### src/rtl/cfg_bus_demux.sv
// cfg_bus_demux: routes single-outstanding cfg requests from one master to
// NUM_SLV slaves by an address-select field. It also returns ERR_DATA on a
// decode error or a slave timeout, and records protocol and decode errors.
module cfg_bus_demux #(
    parameter int unsigned         NUM_SLV     = 4,
    parameter int unsigned         ADDR_W      = 32,
    parameter int unsigned         DATA_W      = 32,
    parameter int unsigned         SEL_LSB     = 12,
    parameter int unsigned         TIMEOUT_CYC = 256,
    parameter logic [DATA_W-1:0]   ERR_DATA    = DATA_W'(32'hDEAD_BEEF)
) (
    input  logic                        clk_main_a0,
    input  logic                        rst_main_n,
    input  logic [ADDR_W-1:0]           m_addr,
    input  logic [DATA_W-1:0]           m_wdata,
    input  logic                        m_wr,
    input  logic                        m_rd,
    output logic                        m_ack,
    output logic [DATA_W-1:0]           m_rdata,
    output logic [NUM_SLV*ADDR_W-1:0]   s_addr,
    output logic [NUM_SLV*DATA_W-1:0]   s_wdata,
    output logic [NUM_SLV-1:0]          s_wr,
    output logic [NUM_SLV-1:0]          s_rd,
    input  logic [NUM_SLV-1:0]          s_ack,
    input  logic [NUM_SLV*DATA_W-1:0]   s_rdata,
    output logic [15:0]                 timeout_cnt,
    output logic [1:0]                  err_sticky
);

    localparam int unsigned SEL_W = (NUM_SLV > 1) ? $clog2(NUM_SLV) : 1;
    localparam int unsigned TMO_W = (TIMEOUT_CYC > 1) ? $clog2(TIMEOUT_CYC) : 1;

    typedef enum logic [1:0] {
        ST_IDLE  = 2'd0,
        ST_ISSUE = 2'd1,
        ST_WAIT  = 2'd2,
        ST_RESP  = 2'd3
    } state_t;

    state_t                r_state;
    state_t                w_nxt_state;

    logic [ADDR_W-1:0]     r_addr,      w_nxt_addr;
    logic [DATA_W-1:0]     r_wdata,     w_nxt_wdata;
    logic [SEL_W-1:0]      r_sel,       w_nxt_sel;
    logic                  r_ack_seen,  w_nxt_ack_seen;
    logic [DATA_W-1:0]     r_rdata_cap, w_nxt_rdata_cap;
    logic [TMO_W-1:0]      r_tmo,       w_nxt_tmo;
    logic [NUM_SLV-1:0]    r_s_wr,      w_nxt_s_wr;
    logic [NUM_SLV-1:0]    r_s_rd,      w_nxt_s_rd;
    logic                  r_m_ack,     w_nxt_m_ack;
    logic [DATA_W-1:0]     r_m_rdata,   w_nxt_m_rdata;
    logic [15:0]           r_tcnt,      w_nxt_tcnt;
    logic [1:0]            r_err,       w_nxt_err;

    logic                  w_req;
    logic [SEL_W-1:0]      w_req_sel;
    logic [NUM_SLV-1:0]    w_req_onehot;
    logic                  w_sel_ok;
    logic                  w_ack_sel;
    logic [DATA_W-1:0]     w_rdata_sel;

    assign w_req     = m_wr | m_rd;
    assign w_req_sel = m_addr[SEL_LSB +: SEL_W];
    assign w_sel_ok  = (32'(r_sel) < NUM_SLV);

    // One-hot strobe pattern for an incoming request; all-zero on a decode miss
    always_comb begin
        w_req_onehot = '0;
        for (int unsigned i = 0; i < NUM_SLV; i++) begin
            w_req_onehot[i] = (w_req_sel == SEL_W'(i));
        end
    end

    // Ack and read data of the currently selected slave
    always_comb begin
        w_ack_sel   = 1'b0;
        w_rdata_sel = '0;
        for (int unsigned i = 0; i < NUM_SLV; i++) begin
            if (r_sel == SEL_W'(i)) begin
                w_ack_sel   = s_ack[i];
                w_rdata_sel = s_rdata[i*DATA_W +: DATA_W];
            end
        end
    end

    // Next-state and next-value logic for every registered output
    always_comb begin
        w_nxt_state     = r_state;
        w_nxt_addr      = r_addr;
        w_nxt_wdata     = r_wdata;
        w_nxt_sel       = r_sel;
        w_nxt_ack_seen  = r_ack_seen;
        w_nxt_rdata_cap = r_rdata_cap;
        w_nxt_tmo       = r_tmo;
        w_nxt_s_wr      = '0;
        w_nxt_s_rd      = '0;
        w_nxt_m_ack     = 1'b0;
        w_nxt_m_rdata   = r_m_rdata;
        w_nxt_tcnt      = r_tcnt;
        w_nxt_err       = r_err;

        // A request arriving while busy is dropped and flagged
        if (w_req && (r_state != ST_IDLE)) begin
            w_nxt_err[0] = 1'b1;
        end

        case (r_state)
            ST_IDLE: begin
                if (w_req) begin
                    w_nxt_addr     = m_addr;
                    w_nxt_wdata    = m_wdata;
                    w_nxt_sel      = w_req_sel;
                    w_nxt_ack_seen = 1'b0;
                    // Strobe is registered so it lands exactly in the ISSUE cycle
                    if (m_wr) begin
                        w_nxt_s_wr = w_req_onehot;
                    end else begin
                        w_nxt_s_rd = w_req_onehot;
                    end
                    w_nxt_state = ST_ISSUE;
                end
            end
            ST_ISSUE: begin
                w_nxt_tmo = '0;
                if (w_sel_ok) begin
                    // An ack in the strobe cycle is remembered and honoured in WAIT
                    if (w_ack_sel) begin
                        w_nxt_ack_seen  = 1'b1;
                        w_nxt_rdata_cap = w_rdata_sel;
                    end
                    w_nxt_state = ST_WAIT;
                end else begin
                    w_nxt_err[1]  = 1'b1;
                    w_nxt_m_ack   = 1'b1;
                    w_nxt_m_rdata = ERR_DATA;
                    w_nxt_state   = ST_RESP;
                end
            end
            ST_WAIT: begin
                w_nxt_tmo = r_tmo + TMO_W'(1);
                if (r_ack_seen) begin
                    w_nxt_m_ack   = 1'b1;
                    w_nxt_m_rdata = r_rdata_cap;
                    w_nxt_state   = ST_RESP;
                end else if (w_ack_sel) begin
                    w_nxt_m_ack   = 1'b1;
                    w_nxt_m_rdata = w_rdata_sel;
                    w_nxt_state   = ST_RESP;
                end else if ((TIMEOUT_CYC > 0) && (r_tmo == TMO_W'(TIMEOUT_CYC - 1))) begin
                    w_nxt_m_ack   = 1'b1;
                    w_nxt_m_rdata = ERR_DATA;
                    if (r_tcnt != 16'hFFFF) begin
                        w_nxt_tcnt = r_tcnt + 16'd1;
                    end
                    w_nxt_state   = ST_RESP;
                end
            end
            ST_RESP: begin
                w_nxt_state = ST_IDLE;
            end
            default: begin
                w_nxt_state = ST_IDLE;
            end
        endcase
    end

    // FSM state register
    always_ff @(posedge clk_main_a0 or negedge rst_main_n) begin
        if (!rst_main_n) begin
            r_state <= ST_IDLE;
        end else begin
            r_state <= w_nxt_state;
        end
    end

    // Request, response and status registers
    always_ff @(posedge clk_main_a0 or negedge rst_main_n) begin
        if (!rst_main_n) begin
            r_addr      <= '0;
            r_wdata     <= '0;
            r_sel       <= '0;
            r_ack_seen  <= 1'b0;
            r_rdata_cap <= '0;
            r_tmo       <= '0;
            r_s_wr      <= '0;
            r_s_rd      <= '0;
            r_m_ack     <= 1'b0;
            r_m_rdata   <= '0;
            r_tcnt      <= '0;
            r_err       <= '0;
        end else begin
            r_addr      <= w_nxt_addr;
            r_wdata     <= w_nxt_wdata;
            r_sel       <= w_nxt_sel;
            r_ack_seen  <= w_nxt_ack_seen;
            r_rdata_cap <= w_nxt_rdata_cap;
            r_tmo       <= w_nxt_tmo;
            r_s_wr      <= w_nxt_s_wr;
            r_s_rd      <= w_nxt_s_rd;
            r_m_ack     <= w_nxt_m_ack;
            r_m_rdata   <= w_nxt_m_rdata;
            r_tcnt      <= w_nxt_tcnt;
            r_err       <= w_nxt_err;
        end
    end

    // Every slave slice carries the captured request; only the strobes are per-slave
    assign s_addr      = {NUM_SLV{r_addr}};
    assign s_wdata     = {NUM_SLV{r_wdata}};
    assign s_wr        = r_s_wr;
    assign s_rd        = r_s_rd;
    assign m_ack       = r_m_ack;
    assign m_rdata     = r_m_rdata;
    assign timeout_cnt = r_tcnt;
    assign err_sticky  = r_err;

endmodule

### config.mk
export PLATFORM = sky130hd
export DESIGN_NAME = cfg_bus_demux
export DESIGN_NICKNAME = d
export VERILOG_FILES = /design/src/rtl/cfg_bus_demux.sv
export SDC_FILE = /design/constraint.sdc
export NUM_CORES = 1
export LEC_CHECK = 0
export CORE_AREA = 2 2 203 205
export CTS_CLUSTER_SIZE = 8
export DETAILED_ROUTE_END_ITERATION = 10
export DIE_AREA = 0 0 205 207
export PLACE_DENSITY = 0.55
export SLEW_MARGIN = 10
export SYNTH_ARGS = -nofsm -noshare
export SYNTH_HDL_FRONTEND = slang
export SYNTH_SLANG_ARGS = --single-unit
### constraint.sdc
create_clock -name clk_main_a0 -period 5.5 [get_ports clk_main_a0]
set_input_delay 0.825 -clock clk_main_a0 [delete_from_list [all_inputs] [get_ports clk_main_a0]]
set_output_delay 0.825 -clock clk_main_a0 [all_outputs]
set_load 0.05 [all_outputs]
==> results.cfg <==
[routing]
antenna_left = 0
first_pass_iters = 4
wl_per_cell_um = 16.7
drc_errors = 0
num_vias = 6808
vias_per_cell = 4.15
drt_wl_total_um = 27400
drt_iter0_markers = 271

[setup_path]
cp_max_fo = 26
required_ns = 4.68
worstSetupPathType = register to output port
crit_path_end_kind = output port
cp.arrival_ns = 2.58
startpoint_type = register

[clock_tree]
cts_root_buf = clkbuf_16
holdBufCountCts = 0
cts_resized = 0
cts_tree = yes
post_cts_buffers = 0
clk_latency_ns = 0.43
clock_sinks = 165
cts.clk_slew.worst_paths_ns = 0.06
cts_buffers = 17
cts.path.max_buffers = 2
cts.htree.levels = 4

[place]
dpl.cell_count = 1612
io_buffer_count = 513
place_congestion = 0.743
place_hpwl_um = 20700

[yosys]
synth_edf_count = 0
synth_top_area_share_pct = 44.6
yosysTopAreaCell = dfrtp_1
synth_cells = 790
synth_cell_types = 46
ys_ff_latch = 165
synth_ff_type = dfrtp_1
syn_nets = 995
async_flop_share_pct = 100
ys_warn_count = 0
synthTopCellsByArea = dfrtp_1 45%, buf_4 16%, mux2_2 8.4%
seq_area_frac_synth_pct = 44.6
syn_area_per_cell_um2 = 11.7
syn_area_um2 = 9260

[grt]
grt_antenna_before_repair = 0
track_usage_pct = 12.8
grt_use_met1_pct = 14.6
grtUsageMet3_pct = 3.87
gr-total-overflow = 0
grt.met2_usage_pct = 23.1
top_usage_layer = met2
grt_pass1_wl_um = 41800
grt_max_degree = 88
grt_pass1_vias = 6908

[timing]
final-setup-viol-count = 0
final_hold_viol_count = 0
period_share_pct = 62.0
worst_pin_slew_ns = 0.876
slew_viol_final = 0
rsz0062_at_grt = no
finalClockSkew_ns = 0.00907
min_period_ns = 3.41
max_freq_mhz = 293
setup_tns_ns = 0
timing.hold.ws_ns = 0.419
slew-limit-headroom_pct = 41.6

[floorplan]
core_area_um2 = 40400
start_util_pct = 22.9
die-area_um2 = 42400
die_y_um = 207
ios = 515
rows = 74
fp.dieW_um = 205

[final_layout]
final_common_cell = clkdlybuf4s50_1
final.fill_count = 4099
fin_nets = 1304
stdcell_count = 1641
layout_common_cells = 512 x clkdlybuf4s50_1, 163 x dfrtp_1, 69 x mux2_2, 45 x nand2_1, 45 x nor2_1
syn2layout_area_growth_pct = 51.6
n_antenna_cell = 0
drive_gt1_share_pct = 16.7

[worst_hold_path]
min_path_type = input port to asynchronous set/reset pin

[job]
maxCapViolCount = 0

[outcome]
outcome = finished, final reports clean
## layer usage
metal | part of all wire (%) | vias up
li1 | - | 3155
met1 | 40 | 3354
met2 | 52 | 284
met3 | 7.3 | 15
met4 | 1.1 | 0
met5 | 0 | -
## worst max-delay path: stages, from the launching register on
cell and delay (ns):
dfrtp_2 0.71, buf_4 0.51, clkdlybuf4s50_1 0.90
## state kept, by name (all words and copies together), names as in the netlist
register and count:
m_rdata 32, r_addr 32, r_rdata_cap 32, r_wdata 32
timeout_cnt 16, r_tmo 8, s_rd 4, s_wr 4
r_state 2, err_sticky 1, m_ack 1, r_ack_seen 1
## through the flow
step / instance area, µm² / util (%) / setup WS (ns)
final: 14000 / 34.8 / 2.09
after global routing: 14000 / 34.8 / 1.85
after CTS: 14000 / 34.8 / 1.97
after detailed placement: 13500 / 33.4 / 2.37
after global placement: 13500 / 33.4 / 2.42
after floorplan: 9260 / - / 3.29
## synth_stat cells, types with 6 or more instances
cell type and count:
a31oi_1 8, buf_2 17, buf_4 194, clkbuf_1 13
dfrtp_1 165, inv_1 14, mux2_2 69, mux2_4 29
mux4_2 32, nand2_1 45, nand3_1 20, nor2_1 45
nor3_1 29, nor4_1 6, o21ai_0 7, o31ai_1 24
xor2_1 11
## path summary, 6_finish.rpt
path | from | end | slack, ns | depth (start not counted)
hold reg to reg | m_rdata[13]$_DFFE_PN0P_ | m_rdata[13]$_DFFE_PN0P_ | 0.48 | 2
min in group clk_main_a0 | m_rdata[13]$_DFFE_PN0P_ | m_rdata[13]$_DFFE_PN0P_ | 0.48 | 2
hold / removal | rst_main_n | r_wdata[17]$_DFFE_PN0P_ | 0.42 | 1
setup / recovery | r_addr[12]$_DFFE_PN0P_ | s_addr[44] | 2.09 | 2
max in group asynchronous | rst_main_n | r_addr[13]$_DFFE_PN0P_ | 4.08 | 2
setup reg to reg | r_addr[12]$_DFFE_PN0P_ | m_rdata[14]$_DFFE_PN0P_ | 2.48 | 8
## area by class of cell
| type | instances | area [µm²] | area share (%) |
|---|---|---|---|
| Clock buffer | 18 | 439 | 3.13 |
| Clock inverter | 11 | 113 | 0.802 |
| Inverter | 15 | 56.3 | 0.401 |
| Multi-Input combinational cell | 378 | 3410 | 24.3 |
| Sequential cell | 165 | 4130 | 29.4 |
| Tap cell | 532 | 666 | 4.74 |
| Timing Repair Buffer | 522 | 5220 | 37.2 |
## cell families (layout without fill, tap and decap cells)
logic type                 Yosys count  in the layout  synth area share (%)
other                                1              1                0.0405
AOI/OAI and AO/OA                   55             55                  4.37
muxes                              133            133                  21.3
adders and majority gates            5              5                 0.676
and+or+nand+nor                    168            168                  8.73
xor gates and xnor gates            16             16                  1.51
buffers and inverters              247            566                  18.7
DFF                                165            165                  44.6
Power is not shown: default switching activity piles up to over one toggle a cycle in this logic, so the estimate is an artifact.
